## src/rtl/usb_ddr3_stream_arbiter_pkg.sv

```systemverilog
// Shared definitions for the USB/secondary-stream to DDR3 write arbiter:
// FSM state encodings, one-hot grant constants and the round-robin pick.
`timescale 1ns/1ps
package usb_ddr3_stream_arbiter_pkg;

  localparam logic [1:0] ST_IDLE  = 2'd0;
  localparam logic [1:0] ST_XFER  = 2'd1;
  localparam logic [1:0] ST_ABORT = 2'd2;
  localparam logic [1:0] ST_DRAIN = 2'd3;

  localparam logic [1:0] GNT_NONE = 2'b00;
  localparam logic [1:0] GNT_S0   = 2'b01;
  localparam logic [1:0] GNT_S1   = 2'b10;

  // On contention the source that did not finish the previous packet wins.
  function automatic logic [1:0] rr_pick(input logic v0, input logic v1,
                                         input logic [1:0] last_grant);
    if (v0 && v1) return (last_grant == GNT_S0) ? GNT_S1 : GNT_S0;
    if (v0) return GNT_S0;
    if (v1) return GNT_S1;
    return GNT_NONE;
  endfunction

endpackage

```

## src/rtl/usb_ddr3_stream_arbiter_axis_hold_reg.sv

```systemverilog
// Single-register AXI-Stream output stage. The register accepts a new beat
// whenever it is empty or its current beat is being taken downstream.
`timescale 1ns/1ps
module axis_hold_reg (
  input  logic       clock,
  input  logic       arst_n,
  input  logic       in_valid,
  input  logic [7:0] in_data,
  input  logic       in_keep,
  input  logic       in_last,
  output logic       load,
  input  logic       out_ready,
  output logic       out_valid,
  output logic [7:0] out_data,
  output logic       out_keep,
  output logic       out_last
);

  assign load = !out_valid || out_ready;

  // Capture the offered beat (or an empty slot) whenever the register can move.
  always_ff @(posedge clock or negedge arst_n) begin
    if (!arst_n) begin
      out_valid <= 1'b0;
      out_data  <= '0;
      out_keep  <= 1'b0;
      out_last  <= 1'b0;
    end else if (load) begin
      out_valid <= in_valid;
      out_data  <= in_data;
      out_keep  <= in_keep;
      out_last  <= in_last;
    end
  end

endmodule

```

## src/rtl/usb_ddr3_stream_arbiter.sv

```systemverilog
// Packet-granular 2:1 AXI-Stream arbiter in front of the DDR3 write stream.
// Source 0 is USB bulk-OUT, source 1 a secondary capture stream. A stall
// watchdog and a length limit keep the DDR3 path from wedging.
// Build option: define ARB_FIXED_PRIORITY_EN to make source 0 always win
// contention instead of round-robin.
`timescale 1ns/1ps
module usb_ddr3_stream_arbiter
  import usb_ddr3_stream_arbiter_pkg::*;
#(
  parameter int MAX_PACKET_LENGTH = 512,
  parameter int STALL_CYCLES      = 1024,
  parameter int LBITS             = 10,
  parameter int TBITS             = 11
) (
  input  logic       clock,
  input  logic       arst_n,
  input  logic       s0_tvalid,
  output logic       s0_tready,
  input  logic       s0_tkeep,
  input  logic       s0_tlast,
  input  logic [7:0] s0_tdata,
  input  logic       s1_tvalid,
  output logic       s1_tready,
  input  logic       s1_tkeep,
  input  logic       s1_tlast,
  input  logic [7:0] s1_tdata,
  output logic       m_tvalid,
  input  logic       m_tready,
  output logic       m_tkeep,
  output logic       m_tlast,
  output logic [7:0] m_tdata,
  output logic [1:0] grant_o,
  output logic       abort_o,
  output logic       oversize_o
);

  logic [1:0]       state;
  logic [1:0]       grant;
  logic [1:0]       pick;
  logic [LBITS-1:0] byte_cnt;
  logic [TBITS-1:0] stall_cnt;
  logic             abort_q;
  logic             oversize_q;
  logic             load;
  logic             hold_valid;
  logic [7:0]       hold_data;
  logic             hold_keep;
  logic             hold_last;

  // The owner's signals; grant is never 00 outside IDLE.
  logic       own_valid, own_keep, own_last;
  logic [7:0] own_data;
  assign own_valid = grant[1] ? s1_tvalid : s0_tvalid;
  assign own_keep  = grant[1] ? s1_tkeep  : s0_tkeep;
  assign own_last  = grant[1] ? s1_tlast  : s0_tlast;
  assign own_data  = grant[1] ? s1_tdata  : s0_tdata;

  logic xfer_acc, drain_acc, len_hit, stall_hit;
  assign xfer_acc  = (state == ST_XFER) && load && own_valid;
  assign drain_acc = (state == ST_DRAIN) && own_valid;
  assign len_hit   = (byte_cnt == LBITS'(MAX_PACKET_LENGTH - 1));
  assign stall_hit = (stall_cnt == TBITS'(STALL_CYCLES - 1));

  // DRAIN swallows the owner's beats regardless of the output register.
  assign s0_tready = grant[0] && (((state == ST_XFER) && load) || (state == ST_DRAIN));
  assign s1_tready = grant[1] && (((state == ST_XFER) && load) || (state == ST_DRAIN));

  assign grant_o    = grant;
  assign abort_o    = abort_q;
  assign oversize_o = oversize_q;

`ifdef ARB_FIXED_PRIORITY_EN
  assign pick = s0_tvalid ? GNT_S0 : (s1_tvalid ? GNT_S1 : GNT_NONE);
`else
  logic [1:0] last_grant;

  // Remember who completed the last packet; reset favours source 0 next.
  always_ff @(posedge clock or negedge arst_n) begin
    if (!arst_n)                  last_grant <= GNT_S1;
    else if (xfer_acc && own_last) last_grant <= grant;
  end

  assign pick = rr_pick(s0_tvalid, s1_tvalid, last_grant);
`endif

  // Select what is offered to the output register in each state.
  always_comb begin
    hold_valid = 1'b0;
    hold_data  = '0;
    hold_keep  = 1'b0;
    hold_last  = 1'b0;
    case (state)
      ST_XFER: begin
        hold_valid = own_valid;
        hold_data  = own_data;
        hold_keep  = own_keep;
        hold_last  = own_last || len_hit;
      end
      ST_ABORT: begin
        hold_valid = 1'b1;
        hold_last  = 1'b1;
      end
      default: ;
    endcase
  end

  // Arbitration FSM with packet-length and stall counters.
  always_ff @(posedge clock or negedge arst_n) begin
    if (!arst_n) begin
      state      <= ST_IDLE;
      grant      <= GNT_NONE;
      byte_cnt   <= '0;
      stall_cnt  <= '0;
      abort_q    <= 1'b0;
      oversize_q <= 1'b0;
    end else begin
      abort_q <= 1'b0;
      case (state)
        ST_IDLE: begin
          if (pick != GNT_NONE) begin
            grant     <= pick;
            state     <= ST_XFER;
            byte_cnt  <= '0;
            stall_cnt <= '0;
          end
        end
        ST_XFER: begin
          if (xfer_acc) begin
            byte_cnt  <= byte_cnt + LBITS'(1);
            stall_cnt <= '0;
            if (own_last) begin
              grant <= GNT_NONE;
              state <= ST_IDLE;
            end else if (len_hit) begin
              oversize_q <= 1'b1;
              state      <= ST_DRAIN;
            end
          end else if (!own_valid) begin
            if (stall_hit) begin
              stall_cnt <= '0;
              state     <= ST_ABORT;
            end else begin
              stall_cnt <= stall_cnt + TBITS'(1);
            end
          end
        end
        ST_ABORT: begin
          if (load) begin
            abort_q   <= 1'b1;
            stall_cnt <= '0;
            state     <= ST_DRAIN;
          end
        end
        default: begin
          if (drain_acc) begin
            stall_cnt <= '0;
            if (own_last) begin
              grant <= GNT_NONE;
              state <= ST_IDLE;
            end
          end else if (stall_hit) begin
            stall_cnt <= '0;
            grant     <= GNT_NONE;
            state     <= ST_IDLE;
          end else begin
            stall_cnt <= stall_cnt + TBITS'(1);
          end
        end
      endcase
    end
  end

  axis_hold_reg u_out (
    .clock     (clock),
    .arst_n    (arst_n),
    .in_valid  (hold_valid),
    .in_data   (hold_data),
    .in_keep   (hold_keep),
    .in_last   (hold_last),
    .load      (load),
    .out_ready (m_tready),
    .out_valid (m_tvalid),
    .out_data  (m_tdata),
    .out_keep  (m_tkeep),
    .out_last  (m_tlast)
  );

endmodule

```

## config.mk

```make
export PLATFORM = sky130hd
export DESIGN_NAME = usb_ddr3_stream_arbiter
export DESIGN_NICKNAME = d
export VERILOG_FILES = /design/src/rtl/usb_ddr3_stream_arbiter_pkg.sv /design/src/rtl/usb_ddr3_stream_arbiter_axis_hold_reg.sv /design/src/rtl/usb_ddr3_stream_arbiter.sv
export SDC_FILE = /design/constraint.sdc
export NUM_CORES = 1
export LEC_CHECK = 0
export CORE_MARGIN = 3
export CORE_UTILIZATION = 52
export DETAILED_ROUTE_END_ITERATION = 8
export MAX_ROUTING_LAYER = met4
export PLACE_DENSITY = 0.78
export SYNTH_ARGS = -nofsm -noshare
export SYNTH_HDL_FRONTEND = slang
export SYNTH_HIERARCHICAL = 1
export SYNTH_SLANG_ARGS = --single-unit
```

## constraint.sdc

```tcl
create_clock -name clock -period 2.2 [get_ports clock]
set_input_delay 0.33 -clock clock [delete_from_list [all_inputs] [get_ports clock]]
set_output_delay 0.33 -clock clock [all_outputs]
set_load 0.02 [all_outputs]
```

* Word-level counts from Yosys, hierarchy flattened
Index checks and enable logic that the tools add are counted.
** Word-level totals
- Logic and storage cells :: 98
- Register bits after elaboration :: 40
- Output and inout bits :: 17
- Input bits :: 25
** Cells by class
- Multiplexer cells :: 49
- Reductions and logical operators :: 21
- Bitwise logic cells :: 2
- Eq/ne operators :: 13
- $add $sub $neg :: 2
** Operator list (count)
- 2-to-1 mux 11 bit :: 6
- 2-to-1 mux 2 bit :: 21
- case mux 11 bit (3 select lines) :: 1
- 2-to-1 mux 10 bit :: 2
- case mux 10 bit (2 select lines) :: 1
- 2-to-1 mux 8 bit :: 2
- 2-to-1 mux 1 bit :: 12
- case mux 2 bit (3 select lines) :: 2
- adder 11 x 1 -> 11 bit, second input constant :: 1
- equality test 11 x 10 -> 1 bit, second input constant :: 1
- adder 10 x 1 -> 10 bit, second input constant :: 1
- equality test 10 x 9 -> 1 bit, second input constant :: 1
- AND reduction 4 bit :: 2
- logical AND 1 bit :: 7
- AND reduction 7 bit :: 1
- inequality test 2 bit, second input constant :: 3
- inequality test 3 bit, second input constant :: 2
- AND reduction 3 bit :: 2
- inequality test 5 x 2 -> 1 bit, second input constant :: 1
- nonzero test 5 bit :: 1
- equality test 2 x 1 -> 1 bit, second input constant :: 2
- equality test 2 bit, second input constant :: 2
- inequality test 4 bit, second input constant :: 1
- case mux 1 bit (2 select lines) :: 2
- other kinds (6) :: 10

* Longest topological paths before layout
Gate-level depths: netlist of run 1.
- Depth in word-level cells :: 11
- Gate-level depth with buffers :: 10
- Gate-level depth less buffers :: 7

* Cells and area by module
Netlist of run 1, hierarchy kept.
** Modules (own cells, without submodules)
- usb_ddr3_stream_arbiter :: instances 1, area an instance 2050.7 um^2, cells an instance 230, seq. area each 726.9 um^2
- axis_hold_reg :: instances 1, area an instance 449.2 um^2, cells an instance 24, seq. area each 275.3 um^2

* Worst setup path before layout of run 1
No wires, ideal clock.
- Path type :: reg-to-reg
- From :: register u_out.out_valid
- To :: register state[0]
- Clock period less this slack :: 2.021 ns
- Stages on the path, launching flop included :: 9
- Setup slack :: 0.179 ns
- Library setup time :: 0.125 ns
- Path buffers :: 2
- Arrival time :: 1.896 ns
- Required time :: 2.075 ns
- Cell sequence :: dfrtp_1 > nand2b_4 > buf_6 > buf_2 > inv_1 > o21ai_1 > a21oi_2 > nor3_2 > mux2_2
** On the way
- Word-level cells in the longest chain between the ends :: 6
- Elaborated cells on any way between the ends :: 11
- Classes of those cells :: 4 x eq/ne; 2 x mux; 5 x reduce/logical
** RTL lines
- start: declaration :: RTL line usb_ddr3_stream_arbiter_axis_hold_reg.sv:13 : output logic out_valid,
- start signal: assignment :: RTL line usb_ddr3_stream_arbiter_axis_hold_reg.sv:29 : out_valid <= in_valid;
- zero test 1 bit * :: RTL line usb_ddr3_stream_arbiter_axis_hold_reg.sv:19 : assign load = !out_valid || out_ready;
- logical OR 1 bit * :: RTL line usb_ddr3_stream_arbiter_axis_hold_reg.sv:19
- net load :: RTL line usb_ddr3_stream_arbiter.sv:44 : logic load;
- logical AND 1 bit (2 in a row) :: RTL line usb_ddr3_stream_arbiter.sv:59 : assign xfer_acc = (state == ST_XFER) && load && own_valid;
- inequality test 4 bit (no source line) (tied with other cells)
- AND reduction 7 bit (no source line) / case mux 2 bit (3 select lines) (equally long branches)
- end signal: assignment :: RTL line usb_ddr3_stream_arbiter.sv:110 : state <= ST_IDLE;
- end signal: assignment :: RTL line usb_ddr3_stream_arbiter.sv:122 : state <= ST_XFER;
- end signal: assignment :: RTL line usb_ddr3_stream_arbiter.sv:133 : state <= ST_IDLE;
- end: declaration :: RTL line usb_ddr3_stream_arbiter.sv:37 : logic [1:0] state;
Mark *: on every way through the listed nets, which the timed path passes. The rest lies on a longest branch.
A chain may end at the register's enable or synchronous reset.

* Worst setup path in the final report of run 1
- From :: register state[1]
- To :: register stall_cnt[9]
** On the way
- Word-level cells in the longest chain between the ends :: 5
- Elaborated cells on any way between the ends :: 14
- Classes of those cells :: 6 x eq/ne; 3 x mux; 5 x reduce/logical
** RTL lines
- equality test 2 x 1 -> 1 bit :: RTL line usb_ddr3_stream_arbiter.sv:59, usb_ddr3_stream_arbiter.sv:118
- logical AND 1 bit (2 in a row) :: RTL line usb_ddr3_stream_arbiter.sv:59
- inequality test 3 bit (no source line) / 2-to-1 mux 11 bit (equally long branches)
- AND reduction 3 bit (no source line) / case mux 11 bit (3 select lines) (equally long branches)
- end signal: assignment :: RTL line usb_ddr3_stream_arbiter.sv:143 : stall_cnt <= stall_cnt + TBITS'(1);
- end signal: assignment :: RTL line usb_ddr3_stream_arbiter.sv:166 : stall_cnt <= stall_cnt + TBITS'(1);
- end: declaration :: RTL line usb_ddr3_stream_arbiter.sv:41 : logic [TBITS-1:0] stall_cnt;
Several ways; a longest one is shown, not always the timed one.

==> results of run 1 <==
routing by layer:
layer  vias to the layer above  GRT usage (%)  wire length [um]
met5                         -              -                 0
met4                         0           6.60                80
met3                         9           3.56               226
met2                        53           34.6              2660
met1                       974           29.9              2710
li1                       1047              -                 -
sequential cells by signal, indices dropped and copies added (netlist names):
signal           flops
u_out/out_valid      1
abort_o              1
grant_o              2
u_out/out_data       8
u_out/out_keep       1
stall_cnt           11
state                2
last_grant           2
u_out/out_last       1
byte_cnt            10
oversize_o           1
metrics by stage:
step / setup slack [ps] / instance area (um2)
global placement: 55.5 / 3100
CTS: 94.7 / 3220
floorplan: 179 / 2500
finish: 147 / 3220
global route: 18.3 / 3220
detailed placement: 20.0 / 3100
cells by family (layout without fill, tap and decap cells):
kind of cell,Yosys count,in the layout,synth area share (%)
flip-flops,40,40,40.1
AO/OA/AOI/OAI,70,70,19.6
buffers and inverters,22,84,4.15
adder cells (fa/ha/maj),7,7,3.50
AND/OR/NAND/NOR,92,92,21.5
multiplexers,23,23,11.2
power breakdown:
| group | total, uW | switching, uW | internal [uW] |
|---|---|---|---|
| clock | 628 | 286 | 342 |
| sequential | 1020 | 126 | 898 |
| combinational | 1990 | 1010 | 975 |
| total | 3640 | 1430 | 2210 |
area by class of cell:
type / instances / area [um2]
Clock buffer: 5 / 68.8
Sequential cell: 40 / 1000
Multi-Input combinational cell: 192 / 1390
Tap cell: 52 / 65.1
Inverter: 10 / 37.5
Clock inverter: 3 / 47.5
Timing Repair Buffer: 66 / 609
Fill cell: 348 / 1280
synth_stat cells, types with 2 or more instances:
library cell	n	area, um2
buf_6	2	22.5
nand2b_1	9	56.3
a31oi_1	2	12.5
or3_1	4	25.0
a21o_1	3	22.5
nand3_1	8	40.0
inv_1	10	37.5
o2bb2ai_1	2	17.5
nor2b_1	12	75.1
a21oi_1	9	45.0
mux2i_1	11	110
nor3_1	2	10.0
o21a_1	3	22.5
nand2_1	21	78.8
ha_1	7	87.6
or2_2	3	18.8
dfrtp_1	39	976
and3_1	2	12.5
mux2_4	9	135
clkbuf_1	5	18.8
mux2_2	3	33.8
nand4_1	6	37.5
nor2_1	10	37.5
buf_2	5	25.0
o21ai_0	22	110
nor4_1	2	12.5
a22o_1	12	105
o31ai_1	2	15.0
a211oi_1	2	15.0
o22ai_1	2	12.5
worst max path at each step:
| stage | startpoint | endpoint | slack, ps | depth (start not counted) |
|---|---|---|---|---|
| global route | byte_cnt[0] | state[0] | 20 | 7 |
| detailed placement | m_tready | state[0] | 20 | 7 |
| floorplan | u_out/out_valid | state[0] | 180 | 8 |
| CTS | state[1] | stall_cnt[9] | 90 | 9 |
| global placement | m_tready | state[0] | 60 | 7 |
| finish | state[1] | stall_cnt[9] | 150 | 9 |
timing repair:
action | CTS | global route
setup endpoints to repair | 2 | 2
hold endpoints to repair | 13 | 0
resized for setup | 2 | 1
hold buffers | 1 | 0
==> run metrics, run 1 <==
status=complete, no violations; antenna viol nets, final=0; vias in the first global route=roughly 2,000; sequential area share after synthesis=between 40% and 50%; routability congestion estimate=0.860; most frequent cells in the layout=dfrtp_1 (39), clkdlybuf4s50_1 (38), o21ai_0 (22), buf_4 (22), nand2_1 (21); Critical Path RT=2440 ps; dpl hpwl=roughly 4300 um; CTS clk-pin slew, worst paths=roughly 90 ps; worst-margin pin slew=410 ps; CP arrival=2300 ps; FF-to-FF End=stall_cnt[9]; vias per inst=5.66; Placed Cells=around 360; H-Tree Depth=2; asr flop ratio synth=100%; final wirelength=5680 um; IO Count=42; commonest non-fill, non-tap cell in the layout=dfrtp_1; number of CTS-inserted buffers=5; Mapped Area=around 0.0025 mm2; length of the first detailed-routing pass in iterations=4; Core ar.=0.00450 mm2; DR vias=around 2,100; Non-Filler Instances=368; max incr delay on CP=490 ps; Yosys cell types=55; Setup CP Type=reg -> reg; Clock Tree Buf Depth=2; antenna diode count=0; hold_ws=~460 ps; Max-Cap Viols=0; CP Max Fanout=19; Net Count, Synth=286; Die Width=around 75 um; RR Startpoint=state[1]; port buffer count=41; Rows=24; Initial DRC Count=200; CTS tree=yes; critical path, cell by cell=inv_1, ha_1, buf_6, nand2b_1, o221ai_1, buf_4, or4_1, nand2_1, a22o_1; reg2reg setup slack=150 ps; P_leak=0.00141 uW; startpoint types=flop; drt drc=0; maximum VDD drop=0.000737 V; global router's overall resource usage=22.2%; cells after synthesis=254; GR Overflow Total=0; Final Hold Fails=0; Final Util=71.6%; die height=between 70 and 80 um; final setup vio count=0; prevailing post-synth register cell=dfrtp_1; CTS root buffer=clkbuf_8; Rel. slew slack=72.6%; Power Dens Cells=1130 mW/mm2; Final Power=3640 uW; Final min period=2050 ps; critical path endpoint category=flop; EDFF count, synth=0; Final Cycle Share=roughly 93%; Slew Limit Fails=0; initial antenna violation count=0; Nets=347; synth warn=6; Yosys reg bits=40; CP delay by family, top=simple AND/OR/NAND/NOR gates; CP max stage cell=or4_1; RSZ-0062 raised after global routing=no; Syn Area/Cell=9.84 um2; largest net degree at the start of global routing=20; layout cells sized above 1=approximately a fifth; HP Class=in -> async; Peak Freq=around 0.5 GHz; WP buf/inv=3; Final Skew=7.77 ps; Reg2Reg Depth=9; Syn-to-layout area delta=29.0%; clk sinks=40; Initial Util=55.5%; total negative slack=0 ps; routed length per placed instance=15.4 um; Clock Latency Late Sink=roughly 300 ps; die area=0.00568 mm2; Post-CTS Setup Bufs=0; first-pass GRT wire length=between 9000 and 10,000 um
(Power assumes the default switching activity.)
==> inputs of run 2 (changes only) <==
==> constraint.sdc (replaced) <==
create_clock -name clock -period 2.1 [get_ports clock]
set_input_delay 0.315 -clock clock [delete_from_list [all_inputs] [get_ports clock]]
set_output_delay 0.315 -clock clock [all_outputs]
set_load 0.02 [all_outputs]
==> run metrics, run 2 (same netlist as run 1, synthesis figures left out) <==
vias per inst=5.78 (+2.2%); Setup WS pre-CTS=-70.8 ps (-90.8 ps); Worst Slack Setup Final=115 ps (-31.9 ps); final wirelength=5820 um (+2.6%); drt drc=0 (unchanged); clk sinks=40 (unchanged); max incr delay on CP=470 ps (-20 ps); critical path, cell by cell=inv_1, ha_1, or3b_2, o221ai_1, buf_4, nor3_2, mux2_2; Hold Path Depth=1; Comb pwr share=57.7% (+3.1 points); Core ar.=0.00450 mm2 (unchanged); Placed Cells=368 (+2.5%); clock share of power=13.2% (-4.0 points); Final Cycle Share=94.5% (+1.2 points); antenna viol nets, final=0 (unchanged); Finished Cell Area=0.00328 mm2 (+1.6%); Initial Util=55.5% (unchanged); routed length per placed instance=15.5 um (+0.39%); Slew Limit Fails=0 (unchanged); CP arrival=2170 ps (-130 ps); Reg with most FFs=stall_cnt; IO Count=42 (unchanged); GR Overflow Total=0 (unchanged); Net Sw Frac=40.2% (+1.1 points); number of CTS-inserted buffers=5 (unchanged); Largest register FFs=11 (unchanged); length of the first detailed-routing pass in iterations=4 (unchanged); Final Hold Fails=0 (unchanged); Final Skew=3.95 ps (-3.81 ps); routability congestion estimate=0.891 (+3.7%); startpoint types=flop; worst-margin pin slew=505 ps (+95.6 ps); WP buf/inv=2 (-1); Power Dens Cells=1140 mW/mm2 (+0.84%); sw power=1500 uW (+5.2%); status=complete, no violations; first-pass GRT wire length=9400 um (+0.15%); Critical Path RT=2280 ps (-160 ps); internal power=2230 uW (+0.68%); CTS tree=yes; maximum VDD drop=0.000830 V (+13%); Non-Filler Instances=376 (+2.2%); vias in the first global route=2,049 (+1.1%); final setup vio count=0 (unchanged); CTS root buffer=clkbuf_8; Rows=24 (unchanged); global router's overall resource usage=22.4% (+0.18 points); CP delay by family, top=simple AND/OR/NAND/NOR gates; Post-CTS Setup Bufs=0 (unchanged); Clock Tree Buf Depth=2 (unchanged); CP max stage cell=or3b_2; area of placed instances=0.00315 mm2 (+1.8%); die height=75.3 um (unchanged); Die Width=75.3 um (unchanged); die area=0.00568 mm2 (unchanged); Sequential Power Share=29.0% (+0.9 points); dpl hpwl=4500 um (+4.8%); CP Max Fanout=5 (-14); Max-Cap Viols=0 (unchanged); P_leak=0.00144 uW (+1.7%); initial antenna violation count=0 (unchanged); port buffer count=41 (unchanged); Syn-to-layout area delta=31.0%; CTS clk-pin slew, worst paths=80 ps (about the same); RSZ-0062 raised after global routing=no; largest net degree at the start of global routing=23 (+15%); Stages on worst setup path=7 (-2); DR vias=2,175 (+4.4%); critical path endpoint category=flop; H-Tree Depth=2 (unchanged); Final Power=3730 uW (+2.4%); antenna diode count=0 (unchanged); most frequent cells in the layout=dfrtp_1 (38), clkdlybuf4s50_1 (38), buf_4 (32); Final Util=72.7% (+1.1 points); Reg2Reg Depth=7 (-2); Final min period=1980 ps (-68.1 ps); Rel. slew slack=66.3% (-6.3 points); Peak Freq=0.504 GHz (+3.4%); Setup CP Type=reg -> reg; Initial DRC Count=122 (-39%); Clock Latency Late Sink=290 ps (about the same); layout cells sized above 1=23.1% (+4.5 points); HP Class=reg -> reg; top flop regs=stall_cnt x11, byte_cnt x10, u_out/out_data x8; Nets=356 (+2.6%)
run 2: layer usage:
layer / global-route usage [%] / vias up / share of wire, %
met1: 28.6 / 1050 / 45
met3: 3.83 / 9 / 3.9
met2: 36.4 / 50 / 49
met4: 6.80 / 0 / 1.5
li1: - / 1066 / -
met5: - / - / 0
run 2: layout make-up:
class,instances,area [um2]
clock buffers,5,68.8
clock inverters,2,12.5
fillers,325,1230
inverters,10,37.5
multi-input cells,192,1420
flip-flops and latches,40,1000
well taps,52,65.1
repair buffers,75,664
run 2: worst reg2reg max path: cells and delay by family (launching register included):
kind / cells / cell delay [ps]
AO/OA/AOI/OAI: 1 / 140
adder cells (fa/ha/maj): 1 / 190
buffers and inverters: 2 / 300
flip-flops: 1 / 450
multiplexers: 1 / 280
AND/OR/NAND/NOR: 2 / 520
run 2: what timing repair did:
item                       in CTS  in global routing
hold buffers                    1                  0
gates resized for setup         3                  8
hold endpoints to repair       19                  0
setup endpoints to repair       4                 11
run 2: stage by stage:
stage               hold WS, ps  setup TNS [ps]
finish                      511               0
global route                521               0
CTS                         517               0
detailed placement          315            -159
global placement            313           -28.2
floorplan                  19.4               0
run 2: final timing paths:
check / start / to / slack, ps
setup / recovery: state[0] / state[0] / 120
hold / removal: u_out/out_last / u_out/out_last / 510
setup reg to reg: state[0] / state[0] / 120
hold reg to reg: u_out/out_last / u_out/out_last / 510
max in group asynchronous: arst_n / grant_o[1] / 1030
min in group asynchronous: arst_n / stall_cnt[1] / 520
run 2: power by group through the flow:
| stage | sequential, uW | combinational (uW) | clock (uW) |
|---|---|---|---|
| 6_report | 1080 | 2150 | 493 |
| 5_1_grt | 1110 | 2340 | 539 |
| 4_1_cts | 1080 | 2110 | 507 |
| 3_5_place_dp | 1090 | 2110 | 0 |
| 3_3_place_gp | 1080 | 2070 | 0 |
| 2_1_floorplan | 1190 | 1210 | 0 |
==> inputs of run 3 (changes only) <==
--- a/config.mk
+++ b/config.mk
@@ -5,11 +5,12 @@
 export SDC_FILE = /design/constraint.sdc
 export NUM_CORES = 1
 export LEC_CHECK = 0
+export CAP_MARGIN = 0
 export CORE_MARGIN = 3
-export CORE_UTILIZATION = 52
+export CORE_UTILIZATION = 53
 export DETAILED_ROUTE_END_ITERATION = 8
 export MAX_ROUTING_LAYER = met4
-export PLACE_DENSITY = 0.78
+export PLACE_DENSITY = 0.8
 export SYNTH_ARGS = -nofsm -noshare
 export SYNTH_HDL_FRONTEND = slang
 export SYNTH_HIERARCHICAL = 1
==> run metrics, run 3 (same netlist as run 1, synthesis figures left out) <==
status=complete, no violations; global router's overall resource usage=23.5% (+1.1 points); largest net degree at the start of global routing=17 (-26%); CP Max Fanout=7 (+2); Final Skew=6.91 ps (+2.96 ps); startpoint types=flop; length of the first detailed-routing pass in iterations=4 (unchanged); worst-margin pin slew=437 ps (-68.2 ps); number of CTS-inserted buffers=5 (unchanged); Worst Slack Setup Final=78.5 ps (-36.9 ps); Peak Freq=0.495 GHz (-1.8%); final setup vio count=0 (unchanged); critical path, cell by cell=inv_1, ha_1, or3b_2, o221ai_1, buf_4, or4_1, nand2_1, a22o_1; Final Power=3950 uW (+5.9%); vias per inst=5.86 (+1.2%); H-Tree Depth=2 (unchanged); Syn-to-layout area delta=32.2%; most frequent cells in the layout=dfrtp_1 (38), clkdlybuf4s50_1 (38), buf_4 (33); routability congestion estimate=0.898 (+0.79%); Max-Cap Viols=0 (unchanged); Clock Latency Late Sink=290 ps (about the same); antenna diode count=0 (unchanged); HP Class=in -> async; CP max stage cell=or4_1; Nets=356 (unchanged); CTS tree=yes; top flop regs=stall_cnt x11, byte_cnt x10, u_out/out_data x8; Power Dens Cells=1200 mW/mm2 (+5.0%); max incr delay on CP=490 ps (+20 ps); first-pass GRT wire length=9890 um (+5.1%); Filler cells=318 (-2.2%); reg2reg setup slack=80 ps (-40 ps); GR Overflow Total=0 (unchanged); DR vias=2,202 (+1.2%); P_leak=0.00146 uW (+1.2%); total negative slack=0 ps (unchanged); critical path endpoint category=flop; Largest register FFs=11 (unchanged); drt drc=0 (unchanged); Rows=24 (unchanged); Slew Limit Fails=0 (unchanged); Die Width=74.7 um (-0.87%); CP arrival=2260 ps (+90 ps); maximum VDD drop=0.000959 V (+16%); final wirelength=5840 um (+0.26%); antenna viol nets, final=0 (unchanged); layout cells sized above 1=21.9% (-1.2 points); Final Cycle Share=96.3% (+1.8 points); Critical Path RT=2340 ps (+60 ps); port buffer count=41 (unchanged); Final Hold Fails=0 (unchanged); Initial DRC Count=140 (+15%); Setup CP Type=reg -> reg; routed length per placed instance=15.5 um (+0.26%); Initial Util=56.3% (+0.75 points); dpl hpwl=4380 um (-2.5%); die area=0.00558 mm2 (-1.7%); Post-CTS Setup Bufs=0 (unchanged); Clock Tree Buf Depth=2 (unchanged); Final min period=2020 ps (+36.9 ps); clk sinks=40 (unchanged); initial antenna violation count=0 (unchanged); CTS root buffer=clkbuf_8; Reg with most FFs=stall_cnt; Setup WS pre-CTS=-67.2 ps (+3.64 ps); RSZ-0062 raised after global routing=yes; Rel. slew slack=70.7% (+4.4 points); Core ar.=0.00444 mm2 (-1.3%); die height=74.7 um (-0.87%); CTS clk-pin slew, worst paths=80 ps (about the same); vias in the first global route=2,270 (+11%); IO Count=42 (unchanged)
-- run 3: final timing paths --
check	start	end	cells past startpoint
worst max-delay path	state[0]	stall_cnt[9]	8
worst min-delay path	arst_n	stall_cnt[7]	2
worst max register to register	state[0]	stall_cnt[9]	8
worst min register to register	u_out/out_data[3]	u_out/out_data[3]	1
max in group asynchronous	arst_n	last_grant[1]	3
min in group clock	u_out/out_data[3]	u_out/out_data[3]	1
-- run 3: layer usage --
layer,track usage [%],wire (um),vias to the layer above,part of all wire [%]
li1,-,-,1063,-
met3,4.81,216,13,3.7
met2,37.5,2750,46,47
met1,29.7,2770,1080,47
met5,-,0,-,0
met4,8.50,97,0,1.7
-- run 3: layout make-up --
cell class	instances	area [um2]	share of cell area (%)
tap	52	65.1	1.97
multi-input combinational	192	1410	42.6
clock inverter	2	60.1	1.82
clock buffer	5	68.8	2.08
timing repair buffer	75	661	20.0
sequential	40	1000	30.4
inverter	10	37.5	1.14
-- run 3: worst max-delay path, delay by kind of cell (launching register included) --
family          cells  cell delay, ps
compound gates      2             230
buf+inv             2             290
flops               1             420
fa+ha+maj           1             230
simple gates        3             780
-- run 3: where the power goes --
part	internal [uW]	leakage, uW	switching, uW	total [uW]
registers	942	0.000537	134	1080
clock network	468	0.0000642	263	731
logic	1060	0.000855	1080	2150
-- run 3: timing repair --
| action | in CTS | in global routing |
|---|---|---|
| endpoints found under the hold margin | 12 | 0 |
| cloned | 0 | 0 |
| hold buffers | 1 | 0 |
| setup endpoints to repair | 2 | 5 |
| pin swaps | 0 | 2 |
| gates resized for setup | 3 | 4 |
-- run 3: metrics by stage --
stage / utilization, % / cell area [um2] / hold slack, ps / instances
final: 74.4 / 3300 / 432 / 376
after global placement: 70.9 / 3150 / 214 / 368
after CTS: 74.0 / 3290 / 433 / 376
after floorplan: - / 2500 / 19.4 / 254
after detailed placement: 70.9 / 3150 / 219 / 368
after global routing: 74.4 / 3300 / 452 / 376
